==> src/rtl/conv_mac_sequencer.sv <==
// rtl/conv_mac_sequencer.sv - time-shared signed MAC sequencer for a TAPS-tap convolution kernel
//
// Feeds one external combinational 8x8 signed multiplier (mul_a/mul_b -> mul_p)
// with a registered pixel and its tap coefficient, accumulates the products of
// one window and presents the window sum on a valid/ready result port.
//
// Ports:
//   clk, rst_n            clock, asynchronous active-low reset
//   flush                 synchronous abort of the current window (coefs and win_cnt kept)
//   coef_we/addr/data     coefficient write, honoured only in IDLE with addr < TAPS
//   pix_valid/ready/data  signed 8-bit pixel stream
//   mul_a, mul_b, mul_p   operands to and product from the shared multiplier
//   res_valid/ready/data  signed ACC_W-bit window sum
//   busy                  high whenever not IDLE
//   win_cnt               saturating count of delivered results
//
// Build option: define CONV_RELU_EN to clamp negative window sums to zero.

module conv_mac_sequencer #(
   parameter int TAPS  = 9,
   parameter int ACC_W = 20
) (
   input  logic             clk,
   input  logic             rst_n,
   input  logic             flush,
   input  logic             coef_we,
   input  logic [7:0]       coef_addr,
   input  logic [7:0]       coef_data,
   input  logic             pix_valid,
   output logic             pix_ready,
   input  logic [7:0]       pix_data,
   output logic [7:0]       mul_a,
   output logic [7:0]       mul_b,
   input  logic [15:0]      mul_p,
   output logic             res_valid,
   input  logic             res_ready,
   output logic [ACC_W-1:0] res_data,
   output logic             busy,
   output logic [15:0]      win_cnt
);

   localparam int TAP_W = (TAPS > 1) ? $clog2(TAPS) : 1;

   typedef enum logic [1:0] {
      IDLE  = 2'd0,
      ACCUM = 2'd1,
      DRAIN = 2'd2,
      OUT   = 2'd3
   } state_t;

   state_t             state;
   state_t             state_nx;
   logic [TAP_W-1:0]   tap;
   logic [ACC_W-1:0]   acc;
   logic [ACC_W-1:0]   sum;
   logic [ACC_W-1:0]   final_sum;
   logic               op_valid;
   logic [7:0]         coef [TAPS];
   logic               pix_hs;
   logic               res_hs;
   logic               last_tap;
   logic               coef_ok;
   logic [TAP_W-1:0]   coef_idx;

   // Running sum including the product currently on the multiplier.
   assign sum      = acc + {{(ACC_W-16){mul_p[15]}}, mul_p};
   assign last_tap = (tap == TAP_W'(TAPS - 1));
   assign coef_idx = coef_addr[TAP_W-1:0];
   assign coef_ok  = coef_we && (state == IDLE) && !flush && (int'(coef_addr) < TAPS);

`ifdef CONV_RELU_EN
   assign final_sum = sum[ACC_W-1] ? '0 : sum;
`else
   assign final_sum = sum;
`endif

   always_ff @(posedge clk or negedge rst_n) begin
      if (!rst_n) begin
         state <= IDLE;
      end else begin
         state <= state_nx;
      end
   end

   always_comb begin
      state_nx  = state;
      pix_ready = 1'b0;
      res_valid = 1'b0;
      busy      = (state != IDLE);
      case (state)
         IDLE:    pix_ready = 1'b1;
         ACCUM:   pix_ready = 1'b1;
         DRAIN:   pix_ready = 1'b0;
         OUT:     res_valid = 1'b1;
         default: pix_ready = 1'b0;
      endcase
      // No pixel may be taken while flushing or while reset is asserted.
      pix_ready = pix_ready && !flush && rst_n;
      pix_hs    = pix_valid && pix_ready;
      res_hs    = res_valid && res_ready;
      case (state)
         IDLE:    if (pix_hs) state_nx = ACCUM;
         ACCUM:   if (pix_hs && last_tap) state_nx = DRAIN;
         DRAIN:   state_nx = OUT;
         OUT:     if (res_ready) state_nx = IDLE;
         default: state_nx = IDLE;
      endcase
      if (flush) state_nx = IDLE;
   end

   always_ff @(posedge clk or negedge rst_n) begin
      if (!rst_n) begin
         tap      <= '0;
         acc      <= '0;
         op_valid <= 1'b0;
         mul_a    <= '0;
         mul_b    <= '0;
         res_data <= '0;
         win_cnt  <= '0;
         for (int i = 0; i < TAPS; i++) coef[i] <= '0;
      end else if (flush) begin
         tap      <= '0;
         acc      <= '0;
         op_valid <= 1'b0;
      end else begin
         op_valid <= 1'b0;
         if (op_valid) acc <= sum;
         if (pix_hs) begin
            mul_a    <= pix_data;
            mul_b    <= coef[tap];
            op_valid <= 1'b1;
            tap      <= last_tap ? '0 : tap + TAP_W'(1);
            // First pixel of a window starts a fresh sum.
            if (state == IDLE) acc <= '0;
         end
         if (state == DRAIN) res_data <= final_sum;
         if (res_hs && (win_cnt != 16'hFFFF)) win_cnt <= win_cnt + 16'd1;
         if (coef_ok) coef[coef_idx] <= coef_data;
      end
   end

endmodule
==> config.mk <==
export PLATFORM = sky130hd
export DESIGN_NAME = conv_mac_sequencer
export DESIGN_NICKNAME = d
export VERILOG_FILES = /design/src/rtl/conv_mac_sequencer.sv
export SDC_FILE = /design/constraint.sdc
export NUM_CORES = 1
export LEC_CHECK = 0
export CAP_MARGIN = 20
export CORE_MARGIN = 3
export CORE_UTILIZATION = 56
export CTS_CLUSTER_SIZE = 28
export DETAILED_ROUTE_END_ITERATION = 6
export PLACE_DENSITY = 0.81
export SYNTH_ARGS = -nofsm -noshare
export SYNTH_HDL_FRONTEND = slang
export SYNTH_SLANG_ARGS = --single-unit
==> constraint.sdc <==
create_clock -name clk -period 2.6 [get_ports clk]
set_input_delay 0.26 -clock clk [delete_from_list [all_inputs] [get_ports clk]]
set_output_delay 0.26 -clock clk [all_outputs]
set_load 0.03 [all_outputs]
==> metrics.cfg <==
[cts]
clk_latency_ns=0.42
cts_root_buffer=clkbuf_16
cts_buffers=17
clock-sinks=151
h-tree-depth=4
clockBufferDepth=2
cts_tree=done
post_cts_buffers=0
clk_pin_slew_worst_paths_ns=0.06

[floorplanning]
boundaryPins=101
core_area_mm2=0.0135
start_util_pct=58.3
die_y_um=124
die_w_um=124
die-area_mm2=0.0155
num_rows=42

[detailed_routing]
drt_wl_total_mm=20.2
via_per_inst=5.95
route.vias.total=6270
drc_errors=0
routedWlPerCell_um=19.1
dr.pass1.iters=6
dr.first_iter.drc_count=526
ant_nets=0

[pwr]
power_per_cell_area_mw_per_mm2=727
peakVddDrop_v=0.000537
power_frac_comb_pct=27.2
power.leakage_nw=4.76
p_seq_share_pct=38.8
p_sw_mw=2.31
p_clk_share_pct=34.1
p_int_mw=4.93
p_sw_share_pct=31.9

[placement]
gp_congestion=0.905
portBuffers=100
dp_hpwl_mm=13.6

[timing]
rsz0062_at_grt=false
relSlewSlack_pct=48.9
fin_worst_skew_ns=0.00741
post-route-min-period_ns=2.45
tns_ns=0
drv_slew=0
setup-violations-final=0
fmax_ghz=0.408
hold_viol_final=0
fin_crit_sh_pct=94.2
worstMarginPinSlew_ns=0.767

[logic_synthesis]
netlist_area_mm2=0.00784
yosysWarnings=0
synthTopCellsByArea=dfrtp_1, mux2_2, nand2_1
syn_inst=714
synth-seq-cells=151
async_flop_share_pct=100
synth_edf_count=0
yosysTopAreaCellShare_pct=48.2
synth_cell_type_count=58
synth.avg_cell_area_um2=11.0
ys.flop_type=dfrtp_1
syn-num-nets=787
seq_area_frac_synth_pct=48.2
yosys.area.top_type=dfrtp_1

[global_route]
grt-ovfl-total=0
grt_max_degree=149
grt_usage_pct=26.7
grt_pass1_wl_mm=33.6
antenna_found_initial=0
grt_pass1_vias=6657

[worst_setup_path]
start_kind=flip-flop
r2r-end=state[1]$_DFFE_PN0P_
end_kind=flip-flop
rr_startpoint=state[0]$_DFFE_PN0P_
crit_path_start=state[0]$_DFFE_PN0P_
critPathCapture=state[1]$_DFFE_PN0P_
crit_arrival_ns=2.75
required_ns=2.91
worst-setup-path-type=flip-flop to flip-flop
r2r_cells=9
cp_max_fo=25
ff2ff_setup_slack_ns=0.15

[hold_path]
hold_path.class=input pin to asynchronous set/reset pin

[cells_and_area]
drive_above_1_share_pct=22.2
antennaDiodeCount=0
fin_nets=938
area_delta_synth_final_pct=27.0
fin_util_pct=74.0
fillCellCount=927

[job]
maxCapViolations=0

[run_status]
status=finished clean

## worst max-delay path, cell delays in order (launching register included)
cell	delay, ns
dfrtp_1	0.38
inv_1	0.10
ha_1	0.23
buf_4	0.16
o2111ai_2	0.35
buf_4	0.36
nor3_1	0.10
o22ai_1	0.28
mux2i_1	0.30
nor2_1	0.07
## layout by cell type, fill, tap and decap left out, types with 5 or more instances in the layout
cell	n
dfrtp_1	151
nand2_1	103
clkdlybuf4s50_1	98
mux2_2	73
buf_4	62
nor2_1	38
o21ai_0	35
a21oi_1	30
nand3_1	30
ha_1	26
mux2i_1	19
inv_1	18
xnor2_1	17
clkbuf_16	17
mux4_2	16
a21o_1	13
nor3_1	12
o31ai_1	8
or3_1	8
nand4_1	8
xor2_1	8
nor2b_1	5
o21a_1	5
and3_1	5
and4_1	5
a31oi_1	5
## metrics by stage
step	cell area (µm²)	hold slack (ns)	setup slack (ns)	total power [mW]	std cells
final	9960	0.295	0.151	7.23	1053
after floorplan	7840	-0.0356	0.369	3.93	714
after global placement	9360	0.0581	-0.117	4.74	1021
after global routing	9960	0.278	0.0000735	7.55	1053
after detailed placement	9360	0.0594	-0.171	4.80	1021
after CTS	9960	0.267	0.0621	7.27	1053
## power groups by stage
stage	sequential, mW	combinational [mW]	clock [mW]
6_report	2.80	1.96	2.47
5_1_grt	2.84	2.12	2.59
4_1_cts	2.81	1.97	2.49
3_5_place_dp	2.84	1.95	0
3_3_place_gp	2.83	1.91	0
2_1_floorplan	3.23	0.704	0
## cells by family (layout without fill, tap and decap cells)
kind of cell             after synthesis  count (layout)  synth area share, %
AND/OR/NAND/NOR                      232             232                 14.0
flip-flops                           151             151                 48.2
AO/OA/AOI/OAI                        121             121                 9.84
multiplexers                         108             108                 17.5
buffers and inverters                 50             213                 3.33
adder cells (fa/ha/maj)               27              27                 4.40
XOR/XNOR                              25              25                 2.79
## metal layers
metal / track usage, % / up-vias / share of wire [%]
li1: - / 2867 / -
met1: 33.1 / 3132 / 41
met2: 46.8 / 230 / 51
met3: 4.93 / 41 / 5.5
met4: 9.86 / 0 / 2.5
met5: 0 / - / 0
## flip-flops by register name, indices dropped and copies added, names as in the netlist
| signal | cells |
|---|---|
| coef | 72 |
| state | 2 |
| mul_b | 8 |
| acc | 20 |
| res_data | 20 |
| op_valid | 1 |
| tap | 4 |
| mul_a | 8 |
| win_cnt | 16 |
## final cells by class
type | count | area [µm²] | share of cell area [%]
Multi-Input combinational cell | 513 | 3810 | 38.3
Sequential cell | 151 | 3780 | 37.9
Timing Repair Buffer | 164 | 1500 | 15.1
Clock buffer | 22 | 464 | 4.66
Tap cell | 176 | 220 | 2.21
Clock inverter | 9 | 118 | 1.18
Inverter | 18 | 67.6 | 0.678
## worst min-delay path by stage
stage / from / end / slack (ns) / depth (start not counted)
after floorplan: rst_n / acc[0]$_DFF_PN0_ / -0.04 / 0
after global placement: rst_n / mul_a[0]$_DFFE_PN0P_ / 0.06 / 1
after detailed placement: rst_n / mul_a[7]$_DFFE_PN0P_ / 0.06 / 1
after CTS: rst_n / mul_a[7]$_DFFE_PN0P_ / 0.27 / 2
after global routing: rst_n / mul_a[3]$_DFFE_PN0P_ / 0.28 / 2
final: rst_n / mul_a[0]$_DFFE_PN0P_ / 0.30 / 2
## cells in the mapped netlist (3+ instances only)
cell type and count:
and4_1 5, and3_1 5, and2_1 3, a31oi_1 5, buf_2 7, nor4_1 3
buf_1 6, nor3b_1 3, or3_1 8, mux2_2 73, o22ai_1 3, nor3_1 12
inv_1 18, clkbuf_1 10, o21ai_0 36, nor2b_1 5, a21o_1 13, nand4_1 8
a21oi_1 30, o31ai_1 8, dfrtp_1 151, a211oi_1 3, nand2_1 103, ha_1 26
xnor2_1 17, mux2i_1 19, nand3_1 30, mux4_2 16, nor2_1 38, buf_6 5
o21a_1 5, xor2_1 8
## repair_timing
item / in CTS / in global routing
setup endpoints to repair: 0 / 1
resized for setup: 0 / 1
hold endpoints to repair: 3 / 0
hold buffers: 1 / 0
(Power assumes the default switching activity.)
